==> config.mk <==
export PLATFORM = sky130hd
export DESIGN_NAME = keccak_sponge_ctrl
export DESIGN_NICKNAME = d
export VERILOG_FILES = /design/src/rtl/keccak_sponge_ctrl.sv
export SDC_FILE = /design/constraint.sdc
export NUM_CORES = 1
export LEC_CHECK = 0
export ABC_AREA = 1
export CAP_MARGIN = 5
export CORE_MARGIN = 3
export CORE_UTILIZATION = 50
export CTS_BUF_LIST = sky130_fd_sc_hd__clkbuf_4 sky130_fd_sc_hd__clkbuf_8
export CTS_CLUSTER_DIAMETER = 40
export DETAILED_ROUTE_END_ITERATION = 12
export PLACE_DENSITY = 0.78
export SLEW_MARGIN = 20
export SYNTH_ARGS = -nofsm -noshare
export SYNTH_HDL_FRONTEND = slang
export SYNTH_SLANG_ARGS = --single-unit
==> constraint.sdc <==
create_clock -name clk -period 1.9 [get_ports clk]
set_clock_uncertainty 0.15 [all_clocks]
set_input_delay 0.19 -clock clk [delete_from_list [all_inputs] [get_ports clk]]
set_output_delay 0.19 -clock clk [all_outputs]
set_load 0.02 [all_outputs]
==> src/rtl/keccak_sponge_ctrl.sv <==
// rtl/keccak_sponge_ctrl.sv - streaming sponge controller (absorb, pad, squeeze) for the sha3 core
module keccak_sponge_ctrl #(
    parameter int OUTLEN_W = 16,
    parameter int CORE_AW  = 7
) (
    input  logic                clk,
    input  logic                rst_n,
    input  logic                start,
    input  logic [1:0]          mode,
    input  logic [OUTLEN_W-1:0] out_len,
    input  logic                in_valid,
    output logic                in_ready,
    input  logic [31:0]         in_data,
    input  logic                in_last,
    input  logic [2:0]          in_bytes,
    output logic                out_valid,
    input  logic                out_ready,
    output logic [31:0]         out_data,
    output logic                out_last,
    output logic                busy,
    output logic                core_w,
    output logic [CORE_AW-1:0]  core_addr,
    output logic [31:0]         core_din,
    output logic                core_init,
    output logic                core_next,
    input  logic [31:0]         core_dout,
    input  logic                core_ready
);

    typedef enum logic [3:0] {
        S_IDLE, S_ABSORB, S_PAD, S_PERM, S_PERM_HOLD, S_PERM_WAIT,
        S_SQ_ADDR, S_SQ_WAIT, S_SQ_CAP, S_SQ_OUT
    } state_t;

    state_t              state_q, state_d;
    logic [1:0]          mode_q, mode_d;
    logic [OUTLEN_W-1:0] remain_q, remain_d;
    logic [5:0]          idx_q, idx_d;
    logic                first_q, first_d;
    logic                pad_q, pad_d;
    logic                pad_first_q, pad_first_d;
    logic                dpend_q, dpend_d;
    logic                done_q, done_d;
    logic [31:0]         last_data_q, last_data_d;
    logic                last_full_q, last_full_d;
    logic [1:0]          last_bytes_q, last_bytes_d;
    logic                core_w_q, core_w_d;
    logic [CORE_AW-1:0]  core_addr_q, core_addr_d;
    logic [31:0]         core_din_q, core_din_d;
    logic                core_init_q, core_init_d;
    logic                core_next_q, core_next_d;
    logic                out_valid_q, out_valid_d;
    logic [31:0]         out_data_q, out_data_d;
    logic                out_last_q, out_last_d;

    logic [5:0]          rw_m1;
    logic [7:0]          dom;
    logic                at_end;
    logic                d_defer;
    logic [31:0]         byte_mask;
    logic [31:0]         pad_word;

    always_comb begin
        case (mode_q)
            2'b00:   rw_m1 = 6'd41;
            2'b01:   rw_m1 = 6'd33;
            2'b10:   rw_m1 = 6'd33;
            default: rw_m1 = 6'd17;
        endcase
    end

    assign dom       = mode_q[1] ? 8'h06 : 8'h1F;
    assign at_end    = (idx_q == rw_m1);
    // A full final word pushes the domain byte into the following word.
    assign d_defer   = pad_first_q && last_full_q;
    assign byte_mask = ~(32'hFFFF_FFFF << {last_bytes_q, 3'b000});

    always_comb begin
        pad_word = 32'h0;
        if (pad_first_q) begin
            if (last_full_q) begin
                pad_word = last_data_q;
            end else begin
                pad_word = (last_data_q & byte_mask) | ({24'h0, dom} << {last_bytes_q, 3'b000});
            end
        end else if (dpend_q) begin
            pad_word = {24'h0, dom};
        end
        if (at_end && !d_defer) begin
            pad_word = pad_word | 32'h8000_0000;
        end
    end

    always_comb begin
        state_d      = state_q;
        mode_d       = mode_q;
        remain_d     = remain_q;
        idx_d        = idx_q;
        first_d      = first_q;
        pad_d        = pad_q;
        pad_first_d  = pad_first_q;
        dpend_d      = dpend_q;
        done_d       = done_q;
        last_data_d  = last_data_q;
        last_full_d  = last_full_q;
        last_bytes_d = last_bytes_q;
        core_w_d     = 1'b0;
        core_addr_d  = core_addr_q;
        core_din_d   = core_din_q;
        core_init_d  = 1'b0;
        core_next_d  = 1'b0;
        out_valid_d  = out_valid_q;
        out_data_d   = out_data_q;
        out_last_d   = out_last_q;

        case (state_q)
            S_IDLE: begin
                if (start) begin
                    mode_d  = mode;
                    idx_d   = 6'd0;
                    first_d = 1'b1;
                    pad_d   = 1'b0;
                    dpend_d = 1'b0;
                    done_d  = 1'b0;
                    case (mode)
                        2'b10:   remain_d = OUTLEN_W'(8);
                        2'b11:   remain_d = OUTLEN_W'(16);
                        default: remain_d = (out_len == '0) ? OUTLEN_W'(1) : out_len;
                    endcase
                    state_d = S_ABSORB;
                end
            end
            S_ABSORB: begin
                if (in_valid && core_ready) begin
                    core_w_d    = 1'b1;
                    core_addr_d = CORE_AW'(idx_q);
                    core_din_d  = in_data;
                    if (in_last) begin
                        last_data_d  = in_data;
                        last_full_d  = in_bytes[2];
                        last_bytes_d = in_bytes[1:0];
                        pad_d        = 1'b1;
                        pad_first_d  = 1'b1;
                        state_d      = S_PAD;
                    end else if (at_end) begin
                        state_d = S_PERM;
                    end else begin
                        idx_d = idx_q + 6'd1;
                    end
                end
            end
            S_PAD: begin
                // Rewrites the final message word in place, then fills the block.
                core_w_d    = 1'b1;
                core_addr_d = CORE_AW'(idx_q);
                core_din_d  = pad_word;
                pad_first_d = 1'b0;
                dpend_d     = d_defer;
                if (at_end) begin
                    done_d  = !d_defer;
                    state_d = S_PERM;
                end else begin
                    idx_d = idx_q + 6'd1;
                end
            end
            S_PERM: begin
                core_init_d = first_q;
                core_next_d = !first_q;
                first_d     = 1'b0;
                state_d     = S_PERM_HOLD;
            end
            S_PERM_HOLD: begin
                state_d = S_PERM_WAIT;
            end
            S_PERM_WAIT: begin
                if (core_ready) begin
                    idx_d = 6'd0;
                    if (done_q) begin
                        state_d = S_SQ_ADDR;
                    end else if (pad_q) begin
                        state_d = S_PAD;
                    end else begin
                        state_d = S_ABSORB;
                    end
                end
            end
            S_SQ_ADDR: begin
                core_addr_d = CORE_AW'(idx_q);
                state_d     = S_SQ_WAIT;
            end
            S_SQ_WAIT: begin
                state_d = S_SQ_CAP;
            end
            S_SQ_CAP: begin
                out_data_d  = core_dout;
                out_valid_d = 1'b1;
                out_last_d  = (remain_q == OUTLEN_W'(1));
                state_d     = S_SQ_OUT;
            end
            S_SQ_OUT: begin
                if (out_ready) begin
                    out_valid_d = 1'b0;
                    out_last_d  = 1'b0;
                    if (remain_q == OUTLEN_W'(1)) begin
                        state_d = S_IDLE;
                    end else begin
                        remain_d = remain_q - OUTLEN_W'(1);
                        if (at_end) begin
                            state_d = S_PERM;
                        end else begin
                            idx_d   = idx_q + 6'd1;
                            state_d = S_SQ_ADDR;
                        end
                    end
                end
            end
            default: state_d = S_IDLE;
        endcase
    end

    always_ff @(posedge clk or negedge rst_n) begin
        if (!rst_n) begin
            state_q      <= S_IDLE;
            mode_q       <= 2'b00;
            remain_q     <= '0;
            idx_q        <= 6'd0;
            first_q      <= 1'b0;
            pad_q        <= 1'b0;
            pad_first_q  <= 1'b0;
            dpend_q      <= 1'b0;
            done_q       <= 1'b0;
            last_data_q  <= 32'h0;
            last_full_q  <= 1'b0;
            last_bytes_q <= 2'b00;
            core_w_q     <= 1'b0;
            core_addr_q  <= '0;
            core_din_q   <= 32'h0;
            core_init_q  <= 1'b0;
            core_next_q  <= 1'b0;
            out_valid_q  <= 1'b0;
            out_data_q   <= 32'h0;
            out_last_q   <= 1'b0;
        end else begin
            state_q      <= state_d;
            mode_q       <= mode_d;
            remain_q     <= remain_d;
            idx_q        <= idx_d;
            first_q      <= first_d;
            pad_q        <= pad_d;
            pad_first_q  <= pad_first_d;
            dpend_q      <= dpend_d;
            done_q       <= done_d;
            last_data_q  <= last_data_d;
            last_full_q  <= last_full_d;
            last_bytes_q <= last_bytes_d;
            core_w_q     <= core_w_d;
            core_addr_q  <= core_addr_d;
            core_din_q   <= core_din_d;
            core_init_q  <= core_init_d;
            core_next_q  <= core_next_d;
            out_valid_q  <= out_valid_d;
            out_data_q   <= out_data_d;
            out_last_q   <= out_last_d;
        end
    end

    assign in_ready  = (state_q == S_ABSORB) && core_ready;
    assign busy      = (state_q != S_IDLE);
    assign out_valid = out_valid_q;
    assign out_data  = out_data_q;
    assign out_last  = out_last_q;
    assign core_w    = core_w_q;
    assign core_addr = core_addr_q;
    assign core_din  = core_din_q;
    assign core_init = core_init_q;
    assign core_next = core_next_q;

endmodule

==> Yosys cells after proc, flatten, opt, wreduce, memory -nomap -nowiden <==
Index checks and enable logic that the tools add are counted.
Widths: inputs -> output; s select.
{ "classes": {"n_shift": 2, "add_sub_neg": 2, "bitwise_logic": 3, "n_mux": 52, "reduce_logical": 33, "n_eq_ne": 23} }
{ "ops": {"columns": ["op", "n"], "rows": [
  ["$mux 32", 4],
  ["$mux 16", 4],
  ["$pmux 16 s2", 2],
  ["$pmux 32 s2", 1],
  ["$mux 6", 7],
  ["$pmux 4 s10", 1],
  ["$and 32x32->32", 1],
  ["$not 32->32", 1],
  ["$or 32x32->32", 1],
  ["$shl 32x5->32 const A", 1],
  ["$shl 5x5->32", 1],
  ["$pmux 6 s5", 1],
  ["$mux 4", 6],
  ["$eq 16x1->1 const B", 1],
  ["$eq 4x3->1 const B", 4],
  ["$logic_not 16->1", 1],
  ["$ne 2x2->1 const B", 8],
  ["$pmux 1 s2", 8],
  ["$sub 16x1->16 const B", 1],
  ["$pmux 7 s2", 1],
  ["$reduce_bool 2->1", 7],
  ["$pmux 6 s2", 1],
  ["$reduce_and 2->1", 6],
  ["$reduce_and 4->1", 3],
  ["21 further kinds", 43]
]} }
{ "word_totals": {"regBits": 144} }

==> Logic depth before layout (Yosys ltp) <==
Gate-level depths: netlist of the first run.
{ "logic_depth": {"word_depth": 8, "mapped_depth": 11, "mapped_depth_nobuf": 11} }

==> Worst setup path after synthesis of the first run <==
No wires, ideal clock.
{ "synth_timing": {"path_type": "flip-flop to flip-flop", "start": "reg state_q[0]", "end": "reg remain_q[4]", "required_ps": 1667, "synth_period_minus_slack_ps": 1702, "path_buffers": 2, "setup_slack_ps": 198, "setup_time_ps": 83, "t_arrival_ps": 1470, "path_stages_with_launch": 10, "path_cell_list": "dfrtp_1 -> buf_4 -> nor2_1 -> nand2_1 -> inv_1 -> nand2_2 -> nand2_2 -> buf_4 -> o21ai_0 -> o21ai_0"} }
{ "synth_between": {"elab_chain_cells": 3, "word_cells_on_any_way": 8, "cone_classes": "eq/ne: 4; mux: 1; reduce/logical: 3"} }
{ "synth_rtl": {"columns": ["item", "line", "rtl"], "rows": [
  ["start: declaration", "35", "state_t state_q, state_d;"],
  ["start signal: assignment", "244", "state_q <= state_d;"],
  ["$eq 4x4->1 / $logic_not 4->1 (equally long branches)", "116", "case (state_q)"],
  ["$ne 2x2->1 (no source line) / $reduce_bool 2->1 (equally long branches)", null, null],
  ["$reduce_and 4->1 (no source line)", null, null],
  ["end signal: assignment", "246", "remain_q <= remain_d;"],
  ["end: declaration", "37", "logic [OUTLEN_W-1:0] remain_q, remain_d;"]
]} }
Parallel ways exist; a longest one is shown, timed or not.
A chain may end at the register's enable or synchronous reset.

==> Worst setup path after layout of the first run <==
{ "layout_timing": {"start": "reg state_q[1]", "end": "out in_ready"} }
{ "layout_between": {"elab_chain_cells": 2} }
{ "layout_rtl": {"columns": ["item", "line", "rtl"], "rows": [
  ["$eq 4x1->1", "267", "assign in_ready = (state_q == S_ABSORB) && core_ready;"],
  ["$logic_and 1x1->1", "267", null],
  ["end: declaration", "12", "output logic in_ready,"]
]} }
Every way passes these cells.

==> reports/metrics.yaml, run 1 <==
outcome:
  status: "finished clean"
routing:
  drt-total-wl_um: 18900
  drtIter0Drc: 555
  vias: 6500
  routed_via_density: 5.238
  first_pass_iters: 5
  drc: 0
  routedWlPerCell_um: 15.23
  ant_nets: 0
floorplanning:
  fp.coreArea_um2: 13450
  initial_core_util_pct: 51.78
  num_rows: 42
  dieArea_um2: 15380
  die_width_um: 124.0
  io-pin-count: 170
  dieHeight_um: 124.0
setup_path:
  arrival_ns: 1.49
  cp_slowest_stage_delay_ns: 0.45
  endpoint_kind: "primary output"
  path_class: "flip-flop to primary output"
  crit_path_cell_trace: "nor2_4 > nand2_1 > nor2_2 > buf_4"
  cp.required_ns: 1.56
  slowest_stage: "dfrtp_2"
  r2r_end: "idx_q[3]$_DFFE_PN0P_"
  r2r-start: "state_q[2]$_DFFE_PN0P_"
  cp_max_fo: 5
  start_kind: "flip-flop"
  r2r_setup_slack_ns: 0.09
  rr_worst_depth: 8
timing:
  hold_ws_ns: 0.06235
  period_needed_ns: 1.828
  clock.fmax_ghz: 0.5469
  timing.final.crit_share_pct: 96.23
  rsz0062_at_grt: "yes"
  finalHoldViolCount: 0
  finalWorstSetupSlack_ns: 0.07167
  tns_ns: 0
  drv_slew: 0
  setup_violations: 0
global_routing:
  grt_pass1_vias: 6328
  grt_overflow: 0
  grt_pass1_wl_um: 30380
  grt_max_degree: 46
  gr-usage-all-layers_pct: 25.40
  antenna_found_initial: 0
synth:
  ys_ff_latch: 143
  yosys_warnings: 0
  synth_edf_count: 0
  syn_avg_cell_area_um2: 8.233
  synth-main-ff-cell: "dfrtp_1"
  netlist_instances: 846
  async_reset_ff_share_pct: 100.0
  synth_area_um2: 6965
  seq_area_frac_synth_pct: 51.37
  synth_cell_types: 33
  syn_nets: 942
layout:
  drive_gt1_share_pct: 14.46
  finalNonFillerCells: 1241
  nNetsFinal: 1148
  finalInstanceArea_um2: 9597
  area_growth_pct: 37.78
  antenna_cells: 0
  fin_util_pct: 71.34
  final_common_cell: "nand2_1"
  final_cell_mix: "nand2_1, clkdlybuf4s50_1, dfrtp_1, nor2_1, o21ai_0"
job:
  max_cap_violations: 0
pwr:
  power_leakage_nw: 4.517
  total_power_mw: 15.47
  peakVddDrop_mv: 0.8174
  pwr_density_cell_nw_per_um2: 1612
clock_tree:
  cts_sinks: 143
  cts_tree: "done"
  worstSkewPairLatency_ns: 0.45
  cts_max_path_buffers: 2
  clk_pin_slew_worst_paths_ns: 0.09
  cts_buffers: 17
  root_buffer: "clkbuf_8"
  htree_num_levels: 4
placed_design:
  post-place-cells: 1206
  dpl.hpwl_um: 13990
  pre_cts_ws_ns: -0.04047
  place.gp.congestion: 0.9619
  portBuffers: 168
  place_area_um2: 9104
worst_hold_path:
  min_path_type: "input pin to asynchronous set/reset pin"
-- worst max-delay path: cells and delay by family, from the launching register on --
family                 cells  cell delay [ns]
flip-flops                 1             0.45
AND/OR/NAND/NOR            3             0.43
buffers and inverters      1             0.16
-- power breakdown --
part	internal [mW]	switching, mW
clock network	1.16	1.22
registers	4.46	0.873
logic	3.44	4.31
total	9.06	6.40
-- cell type report --
cell class | count | area (µm²)
inverters | 75 | 289.0
fillers | 1077 | 3856
multi-input cells | 601 | 3000
clock buffers | 21 | 282.8
clock inverters | 11 | 105.1
well taps | 176 | 220.2
repair buffers | 214 | 2120
flip-flops and latches | 143 | 3580
-- what timing repair did --
action,CTS,global route
resized for setup,10,27
setup buffers,1,1
endpoints found under the setup margin,3,40
hold buffers,1,0
endpoints found under the hold margin,143,0
-- routing by layer --
metal	wire length [µm]	GRT usage, %
met1	7835	32.74
met2	9388	40.99
met3	1157	6.085
met4	521	11.02
met5	0	0
-- cell usage after synthesis (7+ instances only) --
cell type / count / area share (%)
a21oi_1: 38 / 2.7
inv_1: 69 / 3.7
nor2_1: 95 / 5.1
nand2_2: 7 / 0.63
buf_2: 10 / 0.72
o21ai_0: 80 / 5.7
dfrtp_1: 143 / 51
mux2_2: 33 / 5.3
buf_4: 7 / 0.75
o21ai_1: 7 / 0.50
a31oi_1: 7 / 0.63
nand3_1: 31 / 2.2
nand2_1: 254 / 14
nand4_1: 10 / 0.90
-- worst max-delay path by stage --
| stage | start | slack (ns) | to | cells past startpoint |
|---|---|---|---|---|
| after floorplan | state_q[0]$_DFFE_PN0P_ | 0.20 | remain_q[4]$_DFFE_PN0P_ | 9 |
| after global placement | core_ready | -0.02 | in_ready | 4 |
| after detailed placement | core_ready | -0.04 | in_ready | 4 |
| after CTS | remain_q[11]$_DFFE_PN0P_ | 0.04 | idx_q[1]$_DFFE_PN0P_ | 10 |
| after global routing | remain_q[1]$_DFFE_PN0P_ | -0.03 | remain_q[8]$_DFFE_PN0P_ | 11 |
| final | state_q[1]$_DFFE_PN0P_ | 0.07 | in_ready | 4 |
-- sequential cells by signal, indices dropped and copies added (netlist names), 2 cells and up --
signal        count
out_data         32
last_data_q      32
core_addr         6
state_q           4
mode_q            2
last_bytes_q      2
remain_q         16
idx_q             6
core_din         32
-- cells by family after synthesis --
family	after synthesis	share of synthesized area, %
simple gates	414	24.52
xor+xnor	3	0.3773
fa+ha+maj	4	0.7185
compound gates	146	11.14
mux	33	5.335
other cells	1	0.05384
buf+inv	102	6.485
flops	143	51.37
Power figures use the tool's default switching activity.
==> run 2: changes to the inputs <==
SLEW_MARGIN = default   (was 20)
==> results of run 2 <==
Same layout as run 1: the final DEF is identical, and so are final timing and power.
==> run 3: changes to the inputs <==
CAP_MARGIN = 20   (was 5)
==> results of run 3 <==
Same layout as run 1: the final DEF is identical, and so are final timing and power.
